===== src/rtl/pipeline_ctrl_pkg.sv =====
// Shared definitions for the pipeline stall/flush sequencer: stage indices,
// FSM encodings, PC constants and small mask helpers.
// Optional feature macro used by this slice: PIPE_CTRL_PERF_EN.
package pipeline_ctrl_pkg;

  localparam int NSTAGE = 5;

  localparam int STAGE_IF  = 0;
  localparam int STAGE_ID  = 1;
  localparam int STAGE_EX  = 2;
  localparam int STAGE_MEM = 3;
  localparam int STAGE_WB  = 4;

  typedef enum logic [1:0] {
    ST_RUN       = 2'd0,
    ST_BR_PEND   = 2'd1,
    ST_EXC_DRAIN = 2'd2
  } state_e;

  localparam logic [31:0] PC_ZERO  = 32'h0000_0000;
  localparam logic [31:0] PC_RESET = 32'h0000_0000;

  // Exception squashes every stage register up to and including ex_mem.
  localparam logic [NSTAGE-1:0] EXC_FLUSH = 5'b01111;
  // Branch redirect squashes the two wrong-path instructions (IF, ID).
  localparam logic [NSTAGE-1:0] BR_FLUSH  = 5'b00011;

  // Stage registers 0..idx all hold.
  function automatic logic [NSTAGE-1:0] hold_mask_upto(input logic [1:0] idx);
    hold_mask_upto = (5'b00010 << idx) - 5'b00001;
  endfunction

  // Single bubble inserted just downstream of the stalled stage.
  function automatic logic [NSTAGE-1:0] bubble_mask_after(input logic [1:0] idx);
    bubble_mask_after = 5'b00010 << idx;
  endfunction

endpackage


===== src/rtl/pipeline_ctrl_if.sv =====
// Handshake bundle between the pipeline datapath and its stall/flush controller.
// master = controller side, slave = datapath side.
interface pipeline_ctrl_if
  import pipeline_ctrl_pkg::*;
#(
  parameter int ADDR_W = 32
);
  logic [NSTAGE-1:0] stallreq_i;
  logic              branch_redirect_i;
  logic [ADDR_W-1:0] branch_target_i;
  logic              excp_i;
  logic [ADDR_W-1:0] excp_vector_i;
  logic [NSTAGE-1:0] stall_o;
  logic [NSTAGE-1:0] flush_o;
  logic              redirect_valid_o;
  logic [ADDR_W-1:0] redirect_pc_o;
  logic [1:0]        state_o;

  modport master (
    input  stallreq_i, branch_redirect_i, branch_target_i, excp_i, excp_vector_i,
    output stall_o, flush_o, redirect_valid_o, redirect_pc_o, state_o
  );

  modport slave (
    output stallreq_i, branch_redirect_i, branch_target_i, excp_i, excp_vector_i,
    input  stall_o, flush_o, redirect_valid_o, redirect_pc_o, state_o
  );
endinterface


===== src/rtl/pipeline_ctrl_perf_counter.sv =====
// Free-running 32-bit event counter (wraps), used for pipeline performance
// statistics when PIPE_CTRL_PERF_EN is defined.
module pipe_perf_counter (
  input  logic        clk,
  input  logic        rst,
  input  logic        inc_i,
  output logic [31:0] count_o
);
  logic [31:0] count_q;
  logic [31:0] count_d;

  // Next count: step by one on each qualifying cycle.
  always_comb begin
    count_d = count_q;
    if (inc_i) begin
      count_d = count_q + 32'd1;
    end else begin
      count_d = count_q;
    end
  end

  // Count register with synchronous reset.
  always_ff @(posedge clk) begin
    if (rst) begin
      count_q <= 32'd0;
    end else begin
      count_q <= count_d;
    end
  end

  assign count_o = count_q;
endmodule


===== src/rtl/pipeline_ctrl.sv =====
// Central stall/flush sequencer for the 5-stage pipeline.
// Priority: exception > branch > stall. A branch resolved while EX is frozen
// is parked in BR_PEND until EX can move. After an exception the front end
// gets REFILL_CYCLES quiet cycles to fetch from the vector.
// Defining PIPE_CTRL_PERF_EN adds stall_cycles_o / flush_events_o counters.
module pipeline_ctrl
  import pipeline_ctrl_pkg::*;
#(
  parameter int ADDR_W        = 32,
  parameter int REFILL_CYCLES = 2
) (
  input  logic        clk,
  input  logic        rst,
  pipeline_ctrl_if.master bus
`ifdef PIPE_CTRL_PERF_EN
  ,
  output logic [31:0] stall_cycles_o,
  output logic [31:0] flush_events_o
`endif
);

  localparam int CNT_W = (REFILL_CYCLES < 2) ? 1 : $clog2(REFILL_CYCLES + 1);

  state_e            state_q, state_d;
  logic [ADDR_W-1:0] tgt_q, tgt_d;
  logic [CNT_W-1:0]  cnt_q, cnt_d;

  logic              have_stall_s;
  logic [1:0]        sstar_s;
  logic              deep_s;
  logic [NSTAGE-1:0] rule_stall_s;
  logic [NSTAGE-1:0] rule_flush_s;

  logic [NSTAGE-1:0] stall_s;
  logic [NSTAGE-1:0] flush_s;
  logic              redir_v_s;
  logic [ADDR_W-1:0] redir_pc_s;

  // Priority encoder: deepest stage (IF..MEM) requesting a hold; WB is ignored.
  always_comb begin
    have_stall_s = 1'b1;
    sstar_s      = 2'd0;
    if (bus.stallreq_i[STAGE_MEM]) begin
      sstar_s = 2'd3;
    end else if (bus.stallreq_i[STAGE_EX]) begin
      sstar_s = 2'd2;
    end else if (bus.stallreq_i[STAGE_ID]) begin
      sstar_s = 2'd1;
    end else if (bus.stallreq_i[STAGE_IF]) begin
      sstar_s = 2'd0;
    end else begin
      have_stall_s = 1'b0;
    end
  end

  // Plain stall rule: hold 0..s*, bubble into s*+1. deep_s means EX is frozen.
  assign rule_stall_s = have_stall_s ? hold_mask_upto(sstar_s)    : 5'b00000;
  assign rule_flush_s = have_stall_s ? bubble_mask_after(sstar_s) : 5'b00000;
  assign deep_s       = have_stall_s & sstar_s[1];

  // FSM next state and 0-cycle control outputs; everything forced quiet under reset.
  always_comb begin
    state_d    = state_q;
    tgt_d      = tgt_q;
    cnt_d      = cnt_q;
    stall_s    = 5'b00000;
    flush_s    = 5'b00000;
    redir_v_s  = 1'b0;
    redir_pc_s = '0;
    if (rst) begin
      state_d = ST_RUN;
      tgt_d   = '0;
      cnt_d   = '0;
    end else begin
      case (state_q)
        ST_RUN: begin
          if (bus.excp_i) begin
            flush_s    = EXC_FLUSH;
            redir_v_s  = 1'b1;
            redir_pc_s = bus.excp_vector_i;
            cnt_d      = CNT_W'(REFILL_CYCLES);
            state_d    = ST_EXC_DRAIN;
          end else if (bus.branch_redirect_i && !deep_s) begin
            stall_s    = rule_stall_s;
            flush_s    = rule_flush_s | BR_FLUSH;
            redir_v_s  = 1'b1;
            redir_pc_s = bus.branch_target_i;
          end else if (bus.branch_redirect_i) begin
            stall_s = rule_stall_s;
            flush_s = rule_flush_s;
            tgt_d   = bus.branch_target_i;
            state_d = ST_BR_PEND;
          end else begin
            stall_s = rule_stall_s;
            flush_s = rule_flush_s;
          end
        end
        ST_BR_PEND: begin
          if (bus.excp_i) begin
            flush_s    = EXC_FLUSH;
            redir_v_s  = 1'b1;
            redir_pc_s = bus.excp_vector_i;
            cnt_d      = CNT_W'(REFILL_CYCLES);
            state_d    = ST_EXC_DRAIN;
          end else if (!deep_s) begin
            stall_s    = rule_stall_s;
            flush_s    = rule_flush_s | BR_FLUSH;
            redir_v_s  = 1'b1;
            redir_pc_s = tgt_q;
            state_d    = ST_RUN;
          end else begin
            stall_s = rule_stall_s;
            flush_s = rule_flush_s;
          end
        end
        ST_EXC_DRAIN: begin
          // IF keeps fetching from the vector; an IF-side hold only bubbles ID.
          flush_s[STAGE_ID] = bus.stallreq_i[STAGE_IF];
          cnt_d             = cnt_q - CNT_W'(1);
          if (cnt_q <= CNT_W'(1)) begin
            state_d = ST_RUN;
          end else begin
            state_d = ST_EXC_DRAIN;
          end
        end
        default: begin
          state_d = ST_RUN;
        end
      endcase
    end
    // Never hold and squash the same register: squash wins.
    stall_s = stall_s & ~flush_s;
  end

  // State, parked branch target and refill counter.
  always_ff @(posedge clk) begin
    if (rst) begin
      state_q <= ST_RUN;
      tgt_q   <= '0;
      cnt_q   <= '0;
    end else begin
      state_q <= state_d;
      tgt_q   <= tgt_d;
      cnt_q   <= cnt_d;
    end
  end

  assign bus.stall_o          = stall_s;
  assign bus.flush_o          = flush_s;
  assign bus.redirect_valid_o = redir_v_s;
  assign bus.redirect_pc_o    = redir_pc_s;
  assign bus.state_o          = rst ? ST_RUN : state_q;

`ifdef PIPE_CTRL_PERF_EN
  pipe_perf_counter u_stall_cnt (
    .clk     (clk),
    .rst     (rst),
    .inc_i   (|stall_s),
    .count_o (stall_cycles_o)
  );

  pipe_perf_counter u_flush_cnt (
    .clk     (clk),
    .rst     (rst),
    .inc_i   (redir_v_s),
    .count_o (flush_events_o)
  );
`endif

endmodule

===== src/flat_wrapper.sv =====
// flat-port wrapper written by rule: the top's interface ports become plain ports
module pipeline_ctrl_flat import pipeline_ctrl_pkg::*;
#(
  parameter int ADDR_W        = 32,
  parameter int REFILL_CYCLES = 2
)
  (clk, rst, bus_stallreq_i, bus_branch_redirect_i, bus_branch_target_i, bus_excp_i, bus_excp_vector_i, bus_stall_o, bus_flush_o, bus_redirect_valid_o, bus_redirect_pc_o, bus_state_o);
  pipeline_ctrl_if #(.ADDR_W(ADDR_W)) bus_i ();
  input  logic clk;
  input  logic rst;
  input wire logic [$bits(bus_i.stallreq_i)-1:0] bus_stallreq_i;
  input wire logic [$bits(bus_i.branch_redirect_i)-1:0] bus_branch_redirect_i;
  input wire logic [$bits(bus_i.branch_target_i)-1:0] bus_branch_target_i;
  input wire logic [$bits(bus_i.excp_i)-1:0] bus_excp_i;
  input wire logic [$bits(bus_i.excp_vector_i)-1:0] bus_excp_vector_i;
  output wire logic [$bits(bus_i.stall_o)-1:0] bus_stall_o;
  output wire logic [$bits(bus_i.flush_o)-1:0] bus_flush_o;
  output wire logic [$bits(bus_i.redirect_valid_o)-1:0] bus_redirect_valid_o;
  output wire logic [$bits(bus_i.redirect_pc_o)-1:0] bus_redirect_pc_o;
  output wire logic [$bits(bus_i.state_o)-1:0] bus_state_o;
  assign bus_i.stallreq_i = bus_stallreq_i;
  assign bus_i.branch_redirect_i = bus_branch_redirect_i;
  assign bus_i.branch_target_i = bus_branch_target_i;
  assign bus_i.excp_i = bus_excp_i;
  assign bus_i.excp_vector_i = bus_excp_vector_i;
  assign bus_stall_o = bus_i.stall_o;
  assign bus_flush_o = bus_i.flush_o;
  assign bus_redirect_valid_o = bus_i.redirect_valid_o;
  assign bus_redirect_pc_o = bus_i.redirect_pc_o;
  assign bus_state_o = bus_i.state_o;
  pipeline_ctrl #(.ADDR_W(ADDR_W), .REFILL_CYCLES(REFILL_CYCLES)) u_core (.clk(clk), .rst(rst), .bus(bus_i));
endmodule

===== config.mk =====
export PLATFORM = sky130hd
export DESIGN_NAME = pipeline_ctrl_flat
export DESIGN_NICKNAME = d
export VERILOG_FILES = /design/src/rtl/pipeline_ctrl_pkg.sv /design/src/rtl/pipeline_ctrl_if.sv /design/src/rtl/pipeline_ctrl_perf_counter.sv /design/src/rtl/pipeline_ctrl.sv /design/src/flat_wrapper.sv
export SDC_FILE = /design/constraint.sdc
export NUM_CORES = 1
export LEC_CHECK = 0
export CAP_MARGIN = 20
export CORE_MARGIN = 5
export CORE_UTILIZATION = 45
export DETAILED_ROUTE_END_ITERATION = 8
export GPL_ROUTABILITY_DRIVEN = 0
export HOLD_SLACK_MARGIN = 0.02
export PLACE_DENSITY_LB_ADDON = 0.25
export SLEW_MARGIN = 5
export SYNTH_ARGS = -nofsm -noshare
export SYNTH_HDL_FRONTEND = slang
export SYNTH_SLANG_ARGS = --single-unit
export TNS_END_PERCENT = 50

===== constraint.sdc =====
create_clock -name clk -period 3.3 [get_ports clk]
set_input_delay 0.66 -clock clk [delete_from_list [all_inputs] [get_ports clk]]
set_output_delay 0.66 -clock clk [all_outputs]
set_load 0.02 [all_outputs]

==> run metrics <==
Fillers=449; number of port buffers=115; number of max-cap violations=0; syn_nets=411; CP delay by family, top=buffers and inverters; die area=0.00729 mm2; final hold vios=0; Pre-antenna DRT Iters=5; slew margin rel.=61.9%; slowest CP cell=clkdlybuf4s50_1; Worst Path Max Fanout=5; total global routing overflow=0; CTS H-tree lvls=2; layout cells sized above 1=6.98%; status=finished, final reports clean; fin crit share=95.4%; routed vias/inst=5.09; postcts setup bufs=0; Crit. End Element=output pin; Routed WL=7.38 mm; DIE WIDTH=85.4 um; Avg Synthesized Cell Area=7.59 um2; Power per Cell Area=290 mW/mm2; cell row count=27; Distinct cells, synth=29; Synth area leaders=dfxtp_1, nand2b_1, mux2i_1, a22o_1, nand2_1; Layout area overhead=53.8%; Core ar.=0.00551 mm2; Final min period=3.15 ns; Crit path buffers/inverters=2; Max Slew Vio Count=0; # hold bufs at CTS=0; clk slew on worst S/H paths=0.07 ns; final instance area=0.00393 mm2; synth warn=0; Finish-stage setup viols=0; most frequent cells after synthesis=nand2_1, nand2b_1, dfxtp_1; # diodes=0; Yosys reg bits=36; Top-Level Pins=118; Cell Area, Synth=0.00256 mm2; post_cts resized=4; First DRT Iteration DRCs=103; remaining routing DRC violations=0; All-Layer GR Usage=18.8%; Die Ht=85.4 um; Arr. time, crit path=2.49 ns; area share of the largest cell type after synthesis=28.2%; CP peak stage delay=0.60 ns; Inserted Clock Buffers=5; Final nets=517; worst slack at placement=-0.0500 ns; Hold/Removal Path Class=flip-flop to flip-flop; Synth area leader=dfxtp_1; clock skew=0.00460 ns; Clock Latency Late Sink=0.28 ns; pin count of the biggest net entering global routing=40; Post-synth ARST share=0%; post-route ant nets=0; global-route wire length before repair=11.6 mm; worst setup path class=primary input to output pin; Routed wire per std cell=14.3 um; clock root buffer=clkbuf_8; sequential area share after synthesis=28.2%; Synth Instances=337; CTS tree=yes; initial antenna violation count=0; DR vias=2,629; slack of the critical path=0.153 ns; cell mode on critical path=clkdlybuf4s50_1; startpoint types=primary input; Critical Path RT=2.64 ns; Leakage Power=0.00191 uW; maximum vdd ir drop=0.193 mV; Fmax achieved=318 MHz; top_reg_cell synth=dfxtp_1; starting density of the core=46.4%; CTS Buffer Depth=2; DP HPWL=5.29 mm; RSZ-0062 raised after global routing=false; crit-path cells=clkdlybuf4s50_1 -> or2_0 -> a21oi_2 -> and3b_1 -> clkdlybuf4s50_1; number of flops mapped to enable cells by yosys=0; Worst-Margin Slew=0.571 ns; Post-DP Area=0.00376 mm2; Num Clock Sinks=36; vias in the first global route=2,561
-- sequential cells by signal (all words and copies together) (netlist names) --
name / cells
u_core.cnt_q: 2
u_core.state_q: 2
u_core.tgt_q: 32
-- area by class of cell --
class / count / area, um2 / area share [%]
timing repair buffer: 133 / 1350 / 34.4
clock buffer: 6 / 82.6 / 2.10
sequential: 36 / 722 / 18.4
clock inverter: 2 / 10.0 / 0.254
multi-input combinational: 265 / 1670 / 42.4
tap: 72 / 90.1 / 2.29
inverter: 2 / 7.51 / 0.191
-- worst register-to-register path, cell delays in order (launching register included) --
cell      delay, ns
dfxtp_1        0.31
buf_4          0.17
nor2_1         0.15
nor4bb_4       0.32
buf_4          0.34
mux2i_1        0.25
-- path summary, 6_finish.rpt --
path                                  start                       endpoint  slack, ns  cells after the start
max                   bus_branch_redirect_i                 bus_stall_o[1]       0.15                      5
min           u_core.tgt_q[10]$_SDFFE_PP0P_  u_core.tgt_q[10]$_SDFFE_PP0P_       0.48                      2
max reg2reg  u_core.state_q[1]$_SDFFE_PP0P_  u_core.tgt_q[21]$_SDFFE_PP0P_       1.69                      5
min reg2reg   u_core.tgt_q[10]$_SDFFE_PP0P_  u_core.tgt_q[10]$_SDFFE_PP0P_       0.48                      2
-- placed cells by master, fill, tap and decap left out, types with 2 or more instances in the layout --
master / n
clkdlybuf4s50_1: 82
nor3_1: 7
dlymetal6s2s_1: 28
dfxtp_1: 35
a211oi_1: 2
nand2_1: 64
mux2i_1: 33
buf_4: 16
o21ai_0: 32
nor2b_1: 3
a21oi_1: 5
clkinv_2: 2
a22o_1: 32
buf_6: 2
inv_1: 2
nand2b_1: 64
clkbuf_8: 6
nor2_1: 9
dlygate4sd2_1: 4
-- report_power, final --
part	internal (uW)	switching (uW)
clock	167	156
combinational	194	154
sequential	455	15.7
total	816	326
-- stage by stage --
step	std cells	util [%]	setup TNS, ns	hold WS (ns)	power (uW)
after global placement	508	68.4	-0.537	0.458	826
after global routing	516	71.4	0	0.493	1210
after detailed placement	508	68.4	-0.841	0.466	833
after floorplan	337	-	0	0.444	656
after CTS	516	70.0	-0.934	0.477	1160
final	516	71.4	0	0.476	1140
-- per-layer routing --
metal / wire [um] / global-route usage, %
met5: 0 / 0
met2: 3660 / 33.1
met3: 529 / 5.44
met4: 42 / 2.59
met1: 3160 / 23.2
-- cell families after synthesis --
group	count (synthesis)	share of synthesized area (%)
compound gates	75	19.8
buf+inv	36	7.34
simple gates	155	31.2
other cells	1	0.147
mux	33	12.9
flops	36	28.2
fa+ha+maj	1	0.489
(Power assumes the default switching activity.)
